**config.mk**
```make
export PLATFORM = sky130hd
export DESIGN_NAME = crc_2_level_pipeline
export DESIGN_NICKNAME = d
export VERILOG_FILES = /design/src/rtl/crc_2_level_pipeline.sv
export SDC_FILE = /design/constraint.sdc
export NUM_CORES = 1
export LEC_CHECK = 0
export CORE_MARGIN = 10
export CORE_UTILIZATION = 41
export DETAILED_ROUTE_END_ITERATION = 8
export PLACE_DENSITY = 0.71
export SYNTH_ARGS = -nofsm -noshare
export SYNTH_HDL_FRONTEND = slang
export SYNTH_SLANG_ARGS = --single-unit
```
**constraint.sdc**
```tcl
create_clock -name clk -period 1.9 [get_ports clk]
set_input_delay 0.57 -clock clk [delete_from_list [all_inputs] [get_ports clk]]
set_output_delay 0.57 -clock clk [all_outputs]
set_load 0.02 [all_outputs]
```
**src/rtl/crc_2_level_pipeline.sv**
```systemverilog
// Purpose: 2-bit-per-clock LFSR CRC for 10-bit words, G(x) = x^9 + POLY, remainder M(x)*x^9 mod G(x).
// Latency: a word sampled on a frame-start edge appears on data_out one frame (5 clocks) later and holds for 5 clocks.
// Backpressure: none; free-running, one word taken every 5 clocks, data_in ignored off the frame-start edge.
module crc_2_level_pipeline #(
    parameter logic [8:0] POLY = 9'b100000011
) (
    input  logic       clk,
    input  logic       reset,
    input  logic [9:0] data_in,
    output logic [8:0] data_out
);

    logic [2:0] cnt;
    logic [7:0] msg;
    logic [8:0] crc;

    logic       frame_start;
    logic [8:0] crc_nxt;
    logic [7:0] msg_nxt;
    logic [2:0] cnt_nxt;

    // One serial LFSR step: shift one message bit in, MSB first.
    function automatic logic [8:0] step(input logic [8:0] c, input logic b);
        logic fb;
        fb = c[8] ^ b;
        return {c[7:0], 1'b0} ^ (fb ? POLY : 9'b0);
    endfunction

    // Two serial steps collapsed into a single combinational XOR network.
    function automatic logic [8:0] step2(input logic [8:0] c, input logic b1, input logic b0);
        return step(step(c, b1), b0);
    endfunction

    // Out-of-range counter values 5..7 restart the frame so sequencing self-heals.
    assign frame_start = (cnt == 3'd0) || (cnt > 3'd4);

    // Level-1 next state: seed from the new word at frame start, otherwise consume two message bits.
    always_comb begin
        crc_nxt = crc;
        msg_nxt = msg;
        cnt_nxt = cnt;
        if (frame_start) begin
            crc_nxt = step2(9'b0, data_in[9], data_in[8]);
            msg_nxt = data_in[7:0];
            cnt_nxt = 3'd1;
        end else begin
            crc_nxt = step2(crc, msg[7], msg[6]);
            msg_nxt = {msg[5:0], 2'b00};
            cnt_nxt = (cnt == 3'd4) ? 3'd0 : cnt + 3'd1;
        end
    end

    // Level-1 LFSR state and frame counter.
    always_ff @(posedge clk or negedge reset) begin
        if (!reset) begin
            cnt <= 3'd0;
            msg <= 8'd0;
            crc <= 9'd0;
        end else begin
            cnt <= cnt_nxt;
            msg <= msg_nxt;
            crc <= crc_nxt;
        end
    end

    // Level-2 result register: capture the finished remainder as the next frame begins.
    always_ff @(posedge clk or negedge reset) begin
        if (!reset) begin
            data_out <= 9'd0;
        end else if (frame_start) begin
            data_out <= crc;
        end
    end

endmodule

```
-- Yosys cells after proc, flatten, opt, wreduce, memory -nomap -nowiden
Index checks and enable logic that the tools add are counted.
- bits in registers: 29
- latch bits: 0
- RAM bits: 0
- bits in read-only memories: 0
- output and inout bits: 9
- word-level logic and storage cells: 23
- memories: 0
- add/subtract/negate cells: 1
- multipliers: 0
- divide/modulo/power cells: 0
- magnitude comparators: 1
- equality and inequality tests: 1
- shift operators: 0
- mux-type cells: 8
- bitwise logic cells: 6
- reduce and logical (&&, ||, !) cells: 2
- operators with widths (operator ; number):
    2-to-1 mux 9 bit ; 5
    XOR 9 bit ; 3
    2-to-1 mux 8 bit ; 1
    2-to-1 mux 3 bit ; 2
    adder 3 x 1 -> 3 bit (second input constant) ; 1
    == test 3 bit (second input constant) ; 1
    greater-than comparator 3 bit (second input constant) ; 1
    logical NOT 3 bit ; 1
    XOR 1 bit ; 3
    logical OR 1 bit ; 1

-- Logic depth before layout (Yosys ltp)
Gate-level depths: netlist of the first run.
- word-level depth: 7
- gate-level depth with buffers: 6

-- Worst setup path before layout of the first run
No wires, ideal clock.
- path type: reg2reg
- start point: register cnt[0]
- end point: register msg[7]
- setup time: 0.125 ns
- arrival: 1.397 ns
- required time: 1.775 ns
- path slack: 0.379 ns
- cell stages (with the launch flop): 6
- buffers on the path: 1
- path through: dfrtp_1 inv_1 ha_1 ha_1 buf_2 mux2_2
- word-level cells in the longest chain between the ends: 3
- elaborated cells between the ends (all ways): 4
- ends and longest elaborated chain (what ; RTL line ; RTL):
    start: declaration ; 13 ; logic [2:0] cnt;
    start signal: assignment ; 60 ; cnt <= cnt_nxt;
    greater-than comparator 3 bit or logical NOT 3 bit (tied branches) ; 35 ; assign frame_start = (cnt == 3'd0) || (cnt > 3'd4);
    logical OR 1 bit (*) ; 35 ;
    via frame_start ; 17 ; logic frame_start;
    2-to-1 mux 8 bit (*) ; 42 ; if (frame_start) begin
    via msg_nxt[7] ; 19 ; logic [7:0] msg_nxt;
    end signal: assignment ; 61 ; msg <= msg_nxt;
    end: declaration ; 14 ; logic [7:0] msg;
Mark *: on every way through the listed nets, which the timed path passes. The rest lies on a longest branch.
A chain may end at the register's enable or synchronous reset.

-- Final worst setup path of the first run
- start point: register data_out[5]
- end point: output data_out[5]
- RTL lines (what ; RTL line ; RTL):
    start: declaration ; 10 ; output logic [8:0] data_out
    start signal: assignment ; 71 ; data_out <= crc;
No word-level cell between the ends.

==> metrics.yaml, run 1 <==
logic_synthesis:
  synth_mux_area_share_pct: 17.40
  synthCells: 75
  syn_area_um2: 1144
  yosysUniqueCellTypes: 18
  synthFlopType: "dfrtp_1"
  avgSynthCellArea_um2: 15.25
  synth-simple-area-share_pct: 5.252
  synth_fa_ha_area_share_pct: 3.282
  synthArstFlopShare_pct: 100.0
  synthXorXnorAreaFrac_pct: 7.330
  synth_edf_count: 0
  yosysWarningCount: 0
  synthesis.nets: 90
  synth_top_family_by_area: "multiplexers"
  synth_compound_area_share_pct: 1.094
  synth_seq_cells: 29
  seq_area_frac_synth_pct: 63.46
routing:
  num_vias: 647
  ant_nets: 0
  wl_per_cell_um: 13.58
  dr.pass1.iters: 2
  remaining_drc_errors: 0
  drt_wl_total_um: 1806
  drtIter0Drc: 46
  via_per_inst: 4.865
timing:
  layout_worst_path_cycle_share_pct: 97.03
  holdWs_ns: 0.4836
  rsz0062_at_grt: "no"
  timing.fmax_ghz: 0.5425
  slew_headroom_pct: 76.79
  fin_skew_ns: 0.009069
  fin_setup_tns_ns: 0
  setup_viol: 0
  period_needed_ns: 1.843
  worst_pin_slew_ns: 0.3457
  layout_setup_ws_ns: 0.05652
  hold_viol: 0
  drv_slew: 0
finish:
  nFillCells: 243
  syn_to_final_growth_pct: 28.12
  seqCellArea_um2: 725.7
  multi_input_area_um2: 392.9
  final_nets: 116
  drive_gt1_share_pct: 24.51
  diodes: 0
critical_path:
  max_stage_delay_ns: 0.60
  start_kind: "flip-flop"
  cp_cell_sequence: "clkdlybuf4s50_1"
  cp_top_family: "buffers and inverters"
  critPathKind: "flip-flop to output port"
  cp_slowest_cell: "clkdlybuf4s50_1"
  cp.arrival_ns: 1.27
  cp_max_fo: 2
  crit_buf_inv: 1
  endpoint_kind: "output port"
  reg2reg_slack_ns: 0.29
  cp.required_ns: 1.33
power_and_ir_drop:
  seqPwrFrac_pct: 51.0
  power.density_nw_per_um2: 1051
  vdd_drop_max_mv: 0.8088
  combPwrFrac_pct: 26.5
  internal-power_mw: 1.102
  p_switching_mw: 0.4384
  p_clk_share_pct: 22.4
  swShare_pct: 28.47
  leakage_nw: 0.7014
cts:
  clk_pin_slew_ns: 0.09
  hold_buffers: 0
  clk_path_buf_depth: 2
  htree_levels: 2
  clock-root-buffer: "clkbuf_4"
  clock_latency_ns: 0.32
  cts_sinks: 29
  cts_tree: "built"
  post_cts.repair.setup_buffers: 0
  cts_inserted_buffers: 5
  cts.repair.resized: 0
die:
  dieArea_um2: 5302
  die_h_um: 72.82
  start_util_pct: 42.20
  num_rows: 19
  ioPinCount: 21
  die_w_um: 72.82
  core_area_um2: 2710
grt:
  groute.usage.overall_pct: 7.974
  grt_use_met2_pct: 10.89
  grt-busiest-layer: "met2"
  antenna_found_initial: 0
  grt_pass1_vias: 695
  grt_pass1_wl_um: 3215
  grt_use_met3_pct: 4.082
  grtUsageMet1_pct: 9.121
  grt-ovfl-total: 0
  grt_max_degree: 30
outcome:
  status: "finished clean"
worst_hold_path:
  hp-class: "flip-flop to flip-flop"
placement:
  portBuffers: 20
  post-place-ws_ns: 0.2907
  gp_congestion: 0.7180
  place_hpwl_um: 1257
flow_run:
  cap_viol_max_count: 0
-- metal layers --
layer | vias up | share of wire [%]
li1 | 300 | -
met1 | 320 | 44
met2 | 21 | 46
met3 | 6 | 8.0
met4 | 0 | 2.5
met5 | - | 0
-- cell usage in the layout, fill, tap and decap left out, drive strengths merged, types with 3 or more instances in the layout --
cell           Yosys  final
dfrtp             29     29
mux2              15     15
clkdlybuf4s50      0     13
dlymetal6s2s       0      7
clkbuf             1      6
nor2b              5      5
xnor2              4      4
inv                3      3
mux2i              3      3
ha                 3      3
-- through the flow --
| step | instances | total power [mW] | utilization [%] | cell area (µm²) |
|---|---|---|---|---|
| finish | 133 | 1.540 | 54.06 | 1465 |
| global route | 133 | 1.647 | 54.06 | 1465 |
| CTS | 133 | 1.580 | 53.42 | 1448 |
| detailed placement | 125 | 1.230 | 51.52 | 1396 |
| global placement | 125 | 1.218 | 51.52 | 1396 |
| floorplan | 75 | 1.035 | - | 1144 |
-- kinds of logic after synthesis --
group                      Yosys count
DFF                                 29
muxes                               18
and+or+nand+nor                     10
xor gates and xnor gates             7
buffers and inverters                6
adders and majority gates            3
AOI/OAI and AO/OA                    2
-- state kept, by name, indices dropped and copies added, names as in the netlist --
register	flops
cnt	3
crc	9
data_out	9
msg	8
-- final cells by class --
class                           count  area share [%]
Clock buffer                        6           2.818
Inverter                            3          0.7686
Multi-Input combinational cell     40           26.81
Tap cell                           31           2.647
Sequential cell                    29           49.53
Clock inverter                      2          0.6832
Timing Repair Buffer               22           16.74
-- cells in the mapped netlist (2+ instances only) --
cell	n	share of area, %
nor2b_1	5	2.7
buf_2	2	0.88
ha_1	3	3.3
xnor2_1	4	3.1
mux2_2	15	15
inv_1	3	0.98
mux2i_1	3	2.6
and2_1	2	1.1
dfrtp_1	29	63
-- power groups by stage --
stage | clock [mW] | sequential (mW) | combinational [mW]
CTS | 0.359 | 0.793 | 0.428
global route | 0.395 | 0.804 | 0.447
global placement | 0 | 0.802 | 0.416
detailed placement | 0 | 0.806 | 0.424
floorplan | 0 | 0.865 | 0.170
finish | 0.345 | 0.786 | 0.409
-- final timing paths --
check	startpoint	endpoint	cells past startpoint
min in group asynchronous	reset	data_out[6]	2
min	msg[4]	msg[6]	1
max in group asynchronous	reset	data_out[8]	2
min reg2reg	msg[4]	msg[6]	1
max	data_out[5]	data_out[5]	1
max reg2reg	cnt[0]	msg[5]	5
Power figures use the tool's default switching activity.
==> run 2, diff against run 1 <==
==> constraint.sdc (replaced) <==
create_clock -name clk -period 2.1 [get_ports clk]
set_input_delay 0.63 -clock clk [delete_from_list [all_inputs] [get_ports clk]]
set_output_delay 0.63 -clock clk [all_outputs]
set_load 0.02 [all_outputs]
==> metrics.yaml, run 2 (same netlist as run 1, synthesis figures left out) <==
timing:
  rsz0062_at_grt: "no"
  worst_pin_slew_ns: 0.3543  # +0.008607 ns
  hold_viol: 0  # unchanged
  fin_setup_tns_ns: 0  # unchanged
  period_needed_ns: 1.909
  layout_setup_ws_ns: 0.1907  # +0.1342 ns
  drv_slew: 0  # unchanged
  slew_headroom_pct: 76.38  # -0.41 points
  layout_worst_path_cycle_share_pct: 90.92
  fin_skew_ns: 0.003257  # -0.005811 ns
  timing.fmax_ghz: 0.5237
  setup_viol: 0  # unchanged
finish:
  multi_input_area_um2: 392.9  # unchanged
  syn_to_final_growth_pct: 26.91
  reg_top3: "crc (9), data_out (9), msg (8)"
  diodes: 0  # unchanged
  mostFrequentLayoutCells: "29 x dfrtp_1, 20 x clkdlybuf4s50_1, 15 x mux2_2"
  nFillCells: 243  # unchanged
  final_nets: 116  # unchanged
  drive_gt1_share_pct: 23.76  # -0.75 points
  seqCellArea_um2: 725.7  # unchanged
  layout_commonest_cell: "dfrtp_1"
  utilization_pct: 53.55  # -0.51 points
placement:
  post-place-ws_ns: 0.3311  # +0.04045 ns
  gp_congestion: 0.6864  # -4.4%
  portBuffers: 20  # unchanged
  place_hpwl_um: 1374  # +9.3%
cts:
  clk_path_buf_depth: 2  # unchanged
  clock_latency_ns: 0.31  # about the same
  cts_sinks: 29  # unchanged
  cts_tree: "built"
  htree_levels: 2  # unchanged
  hold_buffers: 0  # unchanged
  post_cts.repair.setup_buffers: 0  # unchanged
  cts_inserted_buffers: 5  # unchanged
  clk_pin_slew_ns: 0.08  # about the same
  cts.repair.resized: 0  # unchanged
  clock-root-buffer: "clkbuf_4"
routing:
  num_vias: 636  # -1.7%
  drtIter0Drc: 21  # -54%
  via_per_inst: 4.818  # -0.96%
  ant_nets: 0  # unchanged
  dr.pass1.iters: 2  # unchanged
  wl_per_cell_um: 13.93  # +2.6%
  remaining_drc_errors: 0  # unchanged
  drt_wl_total_um: 1839  # +1.8%
flow_run:
  cap_viol_max_count: 0  # unchanged
critical_path:
  critPathKind: "flip-flop to output port"
  cp.arrival_ns: 1.28  # about the same
  cp_slowest_cell: "clkdlybuf4s50_1"
  endpoint_kind: "output port"
  cp_max_fo: 2  # unchanged
  cp.required_ns: 1.47  # +0.14 ns
  crit_buf_inv: 1  # unchanged
  cp_cell_sequence: "clkdlybuf4s50_1"
  cp_top_family: "buffers and inverters"
  max_stage_delay_ns: 0.61  # about the same
  start_kind: "flip-flop"
grt:
  grt-ovfl-total: 0  # unchanged
  antenna_found_initial: 0  # unchanged
  grt_pass1_wl_um: 3201  # -0.44%
  grt_max_degree: 30  # unchanged
  grt_pass1_vias: 710  # +2.2%
  groute.usage.overall_pct: 7.783  # -0.19 points
die:
  die_h_um: 72.82  # unchanged
  start_util_pct: 42.20  # unchanged
  num_rows: 19  # unchanged
  ioPinCount: 21  # unchanged
  dieArea_um2: 5302  # unchanged
  core_area_um2: 2710  # unchanged
  die_w_um: 72.82  # unchanged
power_and_ir_drop:
  vdd_drop_max_mv: 0.5993  # -26%
  total_power_mw: 1.425  # -7.5%
  leakage_nw: 0.6367  # -9.2%
  power.density_nw_per_um2: 981.5  # -6.6%
outcome:
  status: "finished clean"
worst_hold_path:
  hp-class: "flip-flop to flip-flop"
==> run 2: worst paths after layout <==
kind                              from     endpoint  slack [ns]  cells after the start
max                        data_out[0]  data_out[0]        0.19                      1
min                             msg[0]       msg[2]        0.48                      1
max reg2reg                     cnt[0]  data_out[2]        0.34                      5
min reg2reg                     msg[0]       msg[2]        0.48                      1
max in group asynchronous        reset  data_out[7]        1.14                      2
min in group asynchronous        reset       crc[4]        0.69                      2
==> run 2: through the flow <==
step | instance area (µm²) | cells | hold slack [ns]
6_report | 1451 | 132 | 0.4847
3_3_place_gp | 1396 | 125 | 0.4581
3_5_place_dp | 1396 | 125 | 0.4716
4_1_cts | 1451 | 132 | 0.4911
5_1_grt | 1451 | 132 | 0.5105
2_1_floorplan | 1144 | 75 | 0.3344
==> run 2: layer usage <==
layer / share of wire [%] / global-route usage (%)
met2: 47 / 11.18
met3: 9.0 / 4.762
met5: 0 / 0
met1: 43 / 8.646
met4: 0.76 / 4.430
==> run 2: power by group <==
group / internal [mW] / total [mW] / leakage, nW / switching (mW)
combinational: 0.220 / 0.381 / 0.251 / 0.160
sequential: 0.660 / 0.714 / 0.354 / 0.0546
clock: 0.158 / 0.329 / 0.0314 / 0.172
total: 1.04 / 1.42 / 0.637 / 0.387
==> run 2: final cells by class <==
class                           count  area share (%)
Clock buffer                        7           3.793
Inverter                            3          0.7759
Multi-Input combinational cell     40           27.07
Sequential cell                    29           50.00
Tap cell                           31           2.672
Timing Repair Buffer               22           15.69
==> run 3, diff against run 2 <==
--- a/config.mk
+++ b/config.mk
@@ -8,7 +8,8 @@
 export CORE_MARGIN = 10
 export CORE_UTILIZATION = 41
 export DETAILED_ROUTE_END_ITERATION = 8
-export PLACE_DENSITY = 0.71
+export PLACE_DENSITY = 0.74
 export SYNTH_ARGS = -nofsm -noshare
 export SYNTH_HDL_FRONTEND = slang
 export SYNTH_SLANG_ARGS = --single-unit
+export TNS_END_PERCENT = 20
==> constraint.sdc (replaced) <==
create_clock -name clk -period 1.7 [get_ports clk]
set_input_delay 0.51 -clock clk [delete_from_list [all_inputs] [get_ports clk]]
set_output_delay 0.51 -clock clk [all_outputs]
set_load 0.02 [all_outputs]
==> metrics.yaml, run 3 (same netlist as run 1, synthesis figures left out) <==
timing:
  timing.fmax_ghz: 0.6423
  drv_slew: 0  # unchanged
  fin_setup_tns_ns: 0  # unchanged
  period_needed_ns: 1.557
  worst_pin_slew_ns: 0.3566  # +0.002275 ns
  rsz0062_at_grt: "no"
  hold_viol: 0  # unchanged
  layout_worst_path_cycle_share_pct: 91.58
  setup_viol: 0  # unchanged
  fin_skew_ns: 0.005615  # +0.002358 ns
  slew_headroom_pct: 76.23  # -0.15 points
  holdWs_ns: 0.4817  # -0.003030 ns
  layout_setup_ws_ns: 0.1431  # -0.04753 ns
finish:
  reg_top3: "crc (9), data_out (9), msg (8)"
  final_nets: 119  # +2.6%
  drive_gt1_share_pct: 26.92  # +3.2 points
  utilization_pct: 53.97  # +0.42 points
  multi_input_area_um2: 405.4  # +3.2%
  layout.cells.non_filler: 135  # +2.3%
  syn_to_final_growth_pct: 27.90
  seqCellArea_um2: 725.7  # unchanged
  diodes: 0  # unchanged
  nFillCells: 242  # -0.41%
  layout_commonest_cell: "dfrtp_1"
  mostFrequentLayoutCells: "29 x dfrtp_1, 15 x mux2_2, 11 x clkdlybuf4s50_1"
  final_cell_area_um2: 1463  # +0.78%
grt:
  antenna_found_initial: 0  # unchanged
  grt_pass1_vias: 760  # +7.0%
  grt_max_degree: 30  # unchanged
  grt_pass1_wl_um: 3422  # +6.9%
  grt-ovfl-total: 0  # unchanged
  groute.usage.overall_pct: 8.280  # +0.50 points
power_and_ir_drop:
  swShare_pct: 27.83  # +0.69 points
  p_switching_mw: 0.4762  # +23%
  power.density_nw_per_um2: 1170  # +19%
  seqPwrFrac_pct: 51.4  # +1.3 points
  combPwrFrac_pct: 25.2  # -1.5 points
  vdd_drop_max_mv: 0.8018  # +34%
  leakage_nw: 0.6639  # +4.3%
  p_clk_share_pct: 23.4  # +0.3 points
  total_power_mw: 1.711  # +20%
  internal-power_mw: 1.235  # +19%
routing:
  remaining_drc_errors: 0  # unchanged
  maxUsedRoutingLayer: "met4"
  route.met3.wl_um: 190  # +14%
  dr.pass1.iters: 4  # +2
  num_vias: 645  # +1.4%
  via_per_inst: 4.778  # -0.84%
  wl_per_cell_um: 14.10  # +1.2%
  drt-met1-wl_um: 771  # -2.2%
  drt_wl_total_um: 1903  # +3.5%
  ant_nets: 0  # unchanged
  drtIter0Drc: 26  # +24%
  met2_length_um: 916  # +5.5%
placement:
  placedCellCount: 128  # +2.4%
  gp_congestion: 0.7255  # +5.7%
  place_hpwl_um: 1495  # +8.8%
  portBuffers: 20  # unchanged
  dpl_cell_area_um2: 1406  # +0.72%
  post-place-ws_ns: 0.05467  # -0.2765 ns
cts:
  clk_pin_slew_ns: 0.08  # about the same
  post_cts.repair.setup_buffers: 0  # unchanged
  htree_levels: 2  # unchanged
  cts_sinks: 29  # unchanged
  clock_latency_ns: 0.31  # about the same
  clk_path_buf_depth: 2  # unchanged
  cts_tree: "built"
  cts_inserted_buffers: 5  # unchanged
  hold_buffers: 0  # unchanged
  clock-root-buffer: "clkbuf_4"
critical_path:
  critPathKind: "flip-flop to flip-flop"
  cp.arrival_ns: 1.76  # +0.48 ns
  cp_max_fo: 9  # +7
  cp.required_ns: 1.90  # +0.43 ns
  start_kind: "flip-flop"
  reg2reg_slack_ns: 0.14  # -0.20 ns
  endpoint_kind: "flip-flop"
worst_hold_path:
  hp-class: "flip-flop to flip-flop"
die:
  start_util_pct: 42.20  # unchanged
  die_h_um: 72.82  # unchanged
  core_area_um2: 2710  # unchanged
  num_rows: 19  # unchanged
  die_w_um: 72.82  # unchanged
  dieArea_um2: 5302  # unchanged
  ioPinCount: 21  # unchanged
flow_run:
  cap_viol_max_count: 0  # unchanged
outcome:
  status: "finished clean"
[run 3: cell count changes in the layout (fill, tap and decap cells not counted)]
cell             before  now
buf_12                1    0
buf_4                 1    5
clkdlybuf4s50_1      20   11
dlygate4sd2_1         0    9
ha_1                  3    2
ha_4                  0    1
[run 3: area by class of cell]
type | instances | area share [%]
Timing Repair Buffer | 25 | 15.48
Multi-Input combinational cell | 40 | 27.72
Clock buffer | 7 | 3.764
Sequential cell | 29 | 49.62
Tap cell | 31 | 2.652
Inverter | 3 | 0.7699
[run 3: worst paths after layout]
kind,start,to,depth (start not counted)
max reg2reg,cnt[0],data_out[7],5
max in group asynchronous,reset,cnt[0],2
min in group asynchronous,reset,data_out[6],2
min,cnt[0],cnt[0],1
min reg2reg,cnt[0],cnt[0],1
max,cnt[0],data_out[7],5
[run 3: power groups by stage]
stage                     Combinational [mW]  Clock, mW  Sequential (mW)
after floorplan                        0.190          0            0.967
after global placement                 0.475          0            0.896
after global routing                   0.473      0.468            0.901
after detailed placement               0.490          0            0.902
final                                  0.432      0.400            0.880
after CTS                              0.444      0.421            0.884
[run 3: routing by layer]
layer / track usage, % / vias up
met5: 0 / -
met4: 3.797 / 0
met3: 4.626 / 3
met2: 13.29 / 21
met1: 8.625 / 318
li1: - / 303
[run 3: what timing repair did]
action	CTS	global route
gates resized for setup	9	1
hold endpoints to repair	0	0
setup endpoints to repair	9	10
[run 3: critical path: stages, from the launching register on]
cell	delay, ns
dfrtp_1	0.37
inv_1	0.05
ha_1	0.22
ha_4	0.30
buf_4	0.17
mux2_2	0.34
